File: src/rtl/wb_arbiter_pkg.sv
// Shared definitions for the register-file writeback arbiter: default widths,
// one-hot grant encodings and the round-robin pointer type.
package wb_arbiter_pkg;

  localparam int unsigned XLEN_DEFAULT   = 32;
  localparam int unsigned ADDR_W_DEFAULT = 5;

  localparam logic [1:0] GRANT_NONE = 2'b00;
  localparam logic [1:0] GRANT_S0   = 2'b01;
  localparam logic [1:0] GRANT_S1   = 2'b10;

  // Which requester wins the next simultaneous request.
  typedef enum logic {
    PrioS0 = 1'b0,
    PrioS1 = 1'b1
  } prio_e;

endpackage

File: src/rtl/wb_arbiter_rr_arbiter2.sv
// Two-way grant logic. With WB_ARBITER_RR_EN defined, simultaneous requests
// alternate via a 1-bit last-grant pointer; otherwise requester 0 always wins.
module rr_arbiter2
  import wb_arbiter_pkg::*;
(
`ifdef WB_ARBITER_RR_EN
  input  logic       clk,
  input  logic       rst_n,
  input  logic       xfer_i,
`endif
  input  logic [1:0] req_i,
  output logic [1:0] gnt_o
);

`ifdef WB_ARBITER_RR_EN
  prio_e prio_q, prio_d;

  always_comb begin
    gnt_o = GRANT_NONE;
    case (req_i)
      2'b01:   gnt_o = GRANT_S0;
      2'b10:   gnt_o = GRANT_S1;
      2'b11:   gnt_o = (prio_q == PrioS0) ? GRANT_S0 : GRANT_S1;
      default: gnt_o = GRANT_NONE;
    endcase
  end

  // The requester just served drops to the back of the line.
  always_comb begin
    prio_d = prio_q;
    if (xfer_i) begin
      prio_d = (gnt_o == GRANT_S0) ? PrioS1 : PrioS0;
    end
  end

  always_ff @(posedge clk) begin
    if (!rst_n) begin
      prio_q <= PrioS0;
    end else begin
      prio_q <= prio_d;
    end
  end
`else
  always_comb begin
    gnt_o = GRANT_NONE;
    if (req_i[0]) begin
      gnt_o = GRANT_S0;
    end else if (req_i[1]) begin
      gnt_o = GRANT_S1;
    end
  end
`endif

endmodule

File: src/rtl/wb_arbiter.sv
// Arbitrates ALU and load/store writebacks onto a single register-file write
// port, one registered write per cycle. Optional macro: WB_ARBITER_RR_EN.
module wb_arbiter
  import wb_arbiter_pkg::*;
#(
  parameter int unsigned XLEN   = XLEN_DEFAULT,
  parameter int unsigned ADDR_W = ADDR_W_DEFAULT
) (
  input  logic              clk,
  input  logic              rst_n,
  input  logic              s0_valid_i,
  output logic              s0_ready_o,
  input  logic [ADDR_W-1:0] s0_addr_i,
  input  logic [XLEN-1:0]   s0_data_i,
  input  logic              s1_valid_i,
  output logic              s1_ready_o,
  input  logic [ADDR_W-1:0] s1_addr_i,
  input  logic [XLEN-1:0]   s1_data_i,
  output logic              wr_en_o,
  output logic [ADDR_W-1:0] rd_addr_o,
  output logic [XLEN-1:0]   rd_data_o,
  output logic [1:0]        grant_o
);

  logic [1:0]        gnt;
  logic              xfer;
  logic [ADDR_W-1:0] sel_addr;
  logic [XLEN-1:0]   sel_data;

  logic              wr_en_q, wr_en_d;
  logic [ADDR_W-1:0] rd_addr_q, rd_addr_d;
  logic [XLEN-1:0]   rd_data_q, rd_data_d;
  logic [1:0]        grant_q, grant_d;

  rr_arbiter2 u_arb (
`ifdef WB_ARBITER_RR_EN
    .clk    (clk),
    .rst_n  (rst_n),
    .xfer_i (xfer),
`endif
    .req_i  ({s1_valid_i, s0_valid_i}),
    .gnt_o  (gnt)
  );

  // Grants only go to valid requesters, so gating with reset is all that remains.
  assign s0_ready_o = rst_n & gnt[0];
  assign s1_ready_o = rst_n & gnt[1];
  assign xfer       = s0_ready_o | s1_ready_o;

  always_comb begin
    sel_addr = s0_addr_i;
    sel_data = s0_data_i;
    if (s1_ready_o) begin
      sel_addr = s1_addr_i;
      sel_data = s1_data_i;
    end
  end

  // Writes to x0 complete the handshake but never reach the register file.
  always_comb begin
    wr_en_d   = 1'b0;
    grant_d   = GRANT_NONE;
    rd_addr_d = rd_addr_q;
    rd_data_d = rd_data_q;
    if (xfer) begin
      wr_en_d   = (sel_addr != '0);
      grant_d   = {s1_ready_o, s0_ready_o};
      rd_addr_d = sel_addr;
      rd_data_d = sel_data;
    end
  end

  always_ff @(posedge clk) begin
    if (!rst_n) begin
      wr_en_q   <= 1'b0;
      grant_q   <= GRANT_NONE;
      rd_addr_q <= '0;
      rd_data_q <= '0;
    end else begin
      wr_en_q   <= wr_en_d;
      grant_q   <= grant_d;
      rd_addr_q <= rd_addr_d;
      rd_data_q <= rd_data_d;
    end
  end

  assign wr_en_o   = wr_en_q;
  assign rd_addr_o = rd_addr_q;
  assign rd_data_o = rd_data_q;
  assign grant_o   = grant_q;

endmodule

File: config.mk
export PLATFORM = sky130hd
export DESIGN_NAME = wb_arbiter
export DESIGN_NICKNAME = d
export VERILOG_FILES = /design/src/rtl/wb_arbiter_pkg.sv /design/src/rtl/wb_arbiter_rr_arbiter2.sv /design/src/rtl/wb_arbiter.sv
export SDC_FILE = /design/constraint.sdc
export NUM_CORES = 1
export LEC_CHECK = 0
export ABC_AREA = 1
export BUFFER_PORTS_ARGS = -buffer_cell sky130_fd_sc_hd__buf_2
export CAP_MARGIN = 0
export CORE_AREA = 10 10 76 78
export DETAILED_ROUTE_END_ITERATION = 6
export DIE_AREA = 0 0 86 88
export PLACE_DENSITY = 0.83
export SLEW_MARGIN = 30
export SYNTH_ARGS = -nofsm -noshare
export SYNTH_HDL_FRONTEND = slang
export SYNTH_SLANG_ARGS = --single-unit
File: constraint.sdc
create_clock -name clk -period 3.1 [get_ports clk]
set_input_delay 0.465 -clock clk [delete_from_list [all_inputs] [get_ports clk]]
set_output_delay 0.465 -clock clk [all_outputs]
set_load 0.01 [all_outputs]
# After elaboration in Yosys (flattened, before gate mapping)
# Cells that the tools add are included.
[totals]
ff_bits = 40
inputBits = 78
output_inout_bits = 42
[op_classes]
muxes = 4
n_bitwise = 3
reduce_logical = 2
[op_table]
columns = ["operator", "count"]
rows = [
  ["$mux W32", 1],
  ["$mux W5", 1],
  ["$reduce_bool A5 Y1", 1],
  ["$mux W2", 2],
  ["$and A1 B1 Y1", 2],
  ["$reduce_and A2 Y1", 1],
  ["$or A1 B1 Y1", 1],
]

# Depth between registers and ports, before layout
[logic_depth]
depth_word = 5
ltp_mapped = 9

# Modules after synthesis
# Synthesis repeated with hierarchy kept, for this count alone.
[hier_totals]
hier_cells = 282
area_unflattened_um2 = 1915.6
[modules_own_cells]
columns = ["module", "n_inst", "cells_each", "area_each_um2", "seq_area_each_um2"]
rows = [
  ["wb_arbiter", 1, 279, 1898.1, 800.8],
  ["rr_arbiter2", 1, 3, 17.5, 0.0],
]

# Least setup slack after synthesis
# OpenSTA, ideal clock, no wires.
[synth_timing]
path_type = "input port to output port"
startpoint = "input port rst_n"
endpoint = "output port s1_ready_o"
t_arrival_ps = 1033
t_required_ps = 2635
setup_slack_ps = 1602
cell_stages = 4
n_path_buf = 2
cell_sequence = "buf_2 -> nand2_2 -> nor2_4 -> buf_6"
[synth_via]
elab_chain_cells = 1
[synth_lines]
columns = ["item", "line", "source"]
rows = [
  ["from (decl)", "wb_arbiter.sv:10", "input logic rst_n,"],
  ["$and A1 B1 Y1", "wb_arbiter.sv:47", "assign s1_ready_o = rst_n & gnt[1];"],
  ["to (decl)", "wb_arbiter.sv:16", "output logic s1_ready_o,"],
]
# Every way passes these cells.

# Worst setup path in the final report
[layout_timing]
startpoint = "input port rst_n"
endpoint = "register wr_en_q, in the netlist wr_en_o"
[layout_via]
elab_chain_cells = 3
[layout_lines]
columns = ["item", "line", "source"]
rows = [
  ["$and A1 B1 Y1, on equally long branches", "wb_arbiter.sv:47, wb_arbiter.sv:46", ""],
  ["$mux W5 or $or A1 B1 Y1 (tied branches)", "wb_arbiter.sv:53, wb_arbiter.sv:48", ""],
  ["$reduce_bool A5 Y1 or $reduce_and A2 Y1 (tied branches)", "n/a", ""],
  ["to (signal assigned)", "wb_arbiter.sv:80", "wr_en_q <= wr_en_d;"],
  ["to (decl)", "wb_arbiter.sv:30", "logic wr_en_q, wr_en_d;"],
]
# Several ways; a longest one is shown, not always the timed one.
# A chain may end at the register's enable or synchronous reset.

==> results.cfg <==
[run_status]
status = complete, no violations

[power_and_ir_drop]
p_int_uw = 855
p_total_mw = 1.18
sw_frac_of_total = 0.274
power_density_nw_per_um2 = 459
power.share.clock = 0.290
max-vdd-ir-drop_mv = 0.213
power_switching_uw = 323
sequentialPowerShare = 0.492
p_leak_nw = 1.55
combPwrFrac = 0.218

[hold_path]
hold_path_depth = 2
min_to = grant_o[1]
holdCritPathClass = input port to flop
hp-start = s0_valid_i

[global_route]
grt_pass1_wl_um = 9310
grt_pass1_vias = 2056
antenna_found_initial = 0
gr-usage-all-layers = 0.147
grt_overflow = 0
grt_max_degree = 42

[place]
place.gp.congestion = 0.801
hpwl_um = 4480
pre_cts_slack_ns = 0.802
port_buffers = 119

[logic_synthesis]
syn_inst = 265
netlist_area_sq_um = 1900
yosys-top-cells-area = dfxtp_1 (42%), nand2_1 (17%), o211ai_1 (13%)
yosysWarningCount = 0
ys_seq_area_frac = 0.421
avgSynthCellArea_sq_um = 7.18
synth_nets = 343
synth_top_area_share = 0.421
synth_cell_type_count = 16
ys_seq_elements = 40
synth_top_cell_by_area = dfxtp_1

[sta]
hold_violations = 0
drv_slew = 0
min_period_over_period = 0.640
tightest_slew_ns = 0.705
rsz0062_at_grt = false
worst_slack_ns = 1.12
period_needed_ns = 1.98
fmax_ghz = 0.504
setup_violations = 0
tns_ns = 0
relSlewSlack = 0.530
fin_skew_ns = 0

[die]
chipWidth_um = 86
dieHeight_um = 88
core_area_sq_um = 4290
start_util = 0.443
rows = 24
die_area_sq_um = 7570
io_pins = 120

[worst_setup_path]
worstSetupPathType = input port to flop
rrSetupSlack_ns = 2.31
worstReg2RegEnd = rd_addr_o[3]
rr_worst_depth = 3
start_kind = input port
cp.required_ns = 3.29
reg2reg_from = rd_addr_o[3]
critPathMaxFanout = 41
cp-end-kind = flop
crit_arrival_ns = 2.17

[clock_tree]
cts_tree = done
cts_hold_buf = 0
clock-sinks = 40
numCtsBuffers = 5
post_cts.repair.setup_buffers = 0
cts_resized = 0
clkLatencyLatePin_ns = 0.28
cts-root-buf = clkbuf_8
htreeDepth = 2
clk_pin_slew_ns = 0.07
max-clock-path-buffers = 2

[detailed_routing]
drc = 0
drt_iter0_drc = 73
drt-total-wl_um = 5710
wl_per_cell_um = 13.3
ant_nets = 0
via_count = 2049
viasPerCell = 4.78
firstDrtPassIters = 6

[run]
drv_cap = 0

[cells_and_area]
final_cell_mix = buf_2 (119), nand2_1 (84), inv_1 (41), dfxtp_1 (40)
register_area_sq_um = 801
drive_gt1_frac = 0.350
multi_input_comb_area_sq_um = 830
syn2layout_area_growth_pct = 35.1
diodes = 0
final_common_cell = buf_2
nets = 454
nFillCells = 428
==> power groups by stage <==
stage	registers [mW]	clock network (mW)	logic [mW]
2_1_floorplan	0.612	0	0.122
3_3_place_gp	0.589	0	0.254
3_5_place_dp	0.590	0	0.261
4_1_cts	0.580	0.354	0.262
5_1_grt	0.584	0.376	0.292
6_report	0.580	0.341	0.257
==> cell usage after synthesis <==
cell type / count
buf_1: 1
buf_2: 10
buf_4: 4
buf_6: 3
dfxtp_1: 40
inv_1: 41
nand2_1: 84
nand2_2: 2
nand3_1: 32
nand3_2: 1
nand4_1: 3
nor2_1: 3
nor2_4: 1
o211ai_1: 32
o21ai_0: 4
o21bai_1: 4
==> cells by family (layout without fill, tap and decap cells) <==
group / count (synthesis) / count (layout) / share of synthesized area
AND/OR/NAND/NOR: 126 / 126 / 0.284
buffers and inverters: 59 / 171 / 0.143
AO/OA/AOI/OAI: 40 / 40 / 0.153
flip-flops: 40 / 40 / 0.421
==> layer usage <==
metal	wire length [um]	track usage	share of wire
met3	576	0.0752	0.10
met4	52	0.0344	0.0091
met1	2360	0.145	0.41
met2	2720	0.268	0.48
met5	0	0	0
==> area by class of cell <==
type | instances | area share
timing repair buffer | 122 | 0.245
sequential | 40 | 0.312
tap | 52 | 0.0253
clock buffer | 8 | 0.0351
multi-input combinational | 166 | 0.323
inverter | 41 | 0.0599
==> sequential cells by signal, indices dropped and copies added (netlist names) <==
| register | count |
|---|---|
| rd_addr_o | 5 |
| rd_data_o | 32 |
| grant_o | 2 |
| wr_en_o | 1 |
==> per-stage QoR <==
step	util	instances	hold slack [ns]	area [sq um]
6_report	0.598	429	0.404	2570
2_1_floorplan	-	265	0.531	1900
3_5_place_dp	0.578	421	0.475	2480
4_1_cts	0.598	429	0.399	2570
5_1_grt	0.598	429	0.398	2570
3_3_place_gp	0.578	421	0.475	2480
==> worst max-delay path: stages <==
cell     delay [ns]
buf_2          0.12
buf_4          0.37
nand3_2        0.65
nand2_1        0.21
nand2_1        0.10
nor2_1         0.11
nand2_1        0.05
nand2_1        0.05
nand2_1        0.04
==> how the worst max path moves through the flow <==
stage / start / end / slack, ns / cells past startpoint
after floorplan: rst_n / s1_ready_o / 1.60 / 4
after global placement: rst_n / wr_en_o / 0.88 / 9
after detailed placement: rst_n / wr_en_o / 0.80 / 9
after CTS: rst_n / wr_en_o / 1.12 / 9
after global routing: rst_n / wr_en_o / 0.84 / 9
final: rst_n / wr_en_o / 1.12 / 9
No activity file was read; power rests on OpenSTA's default activity.
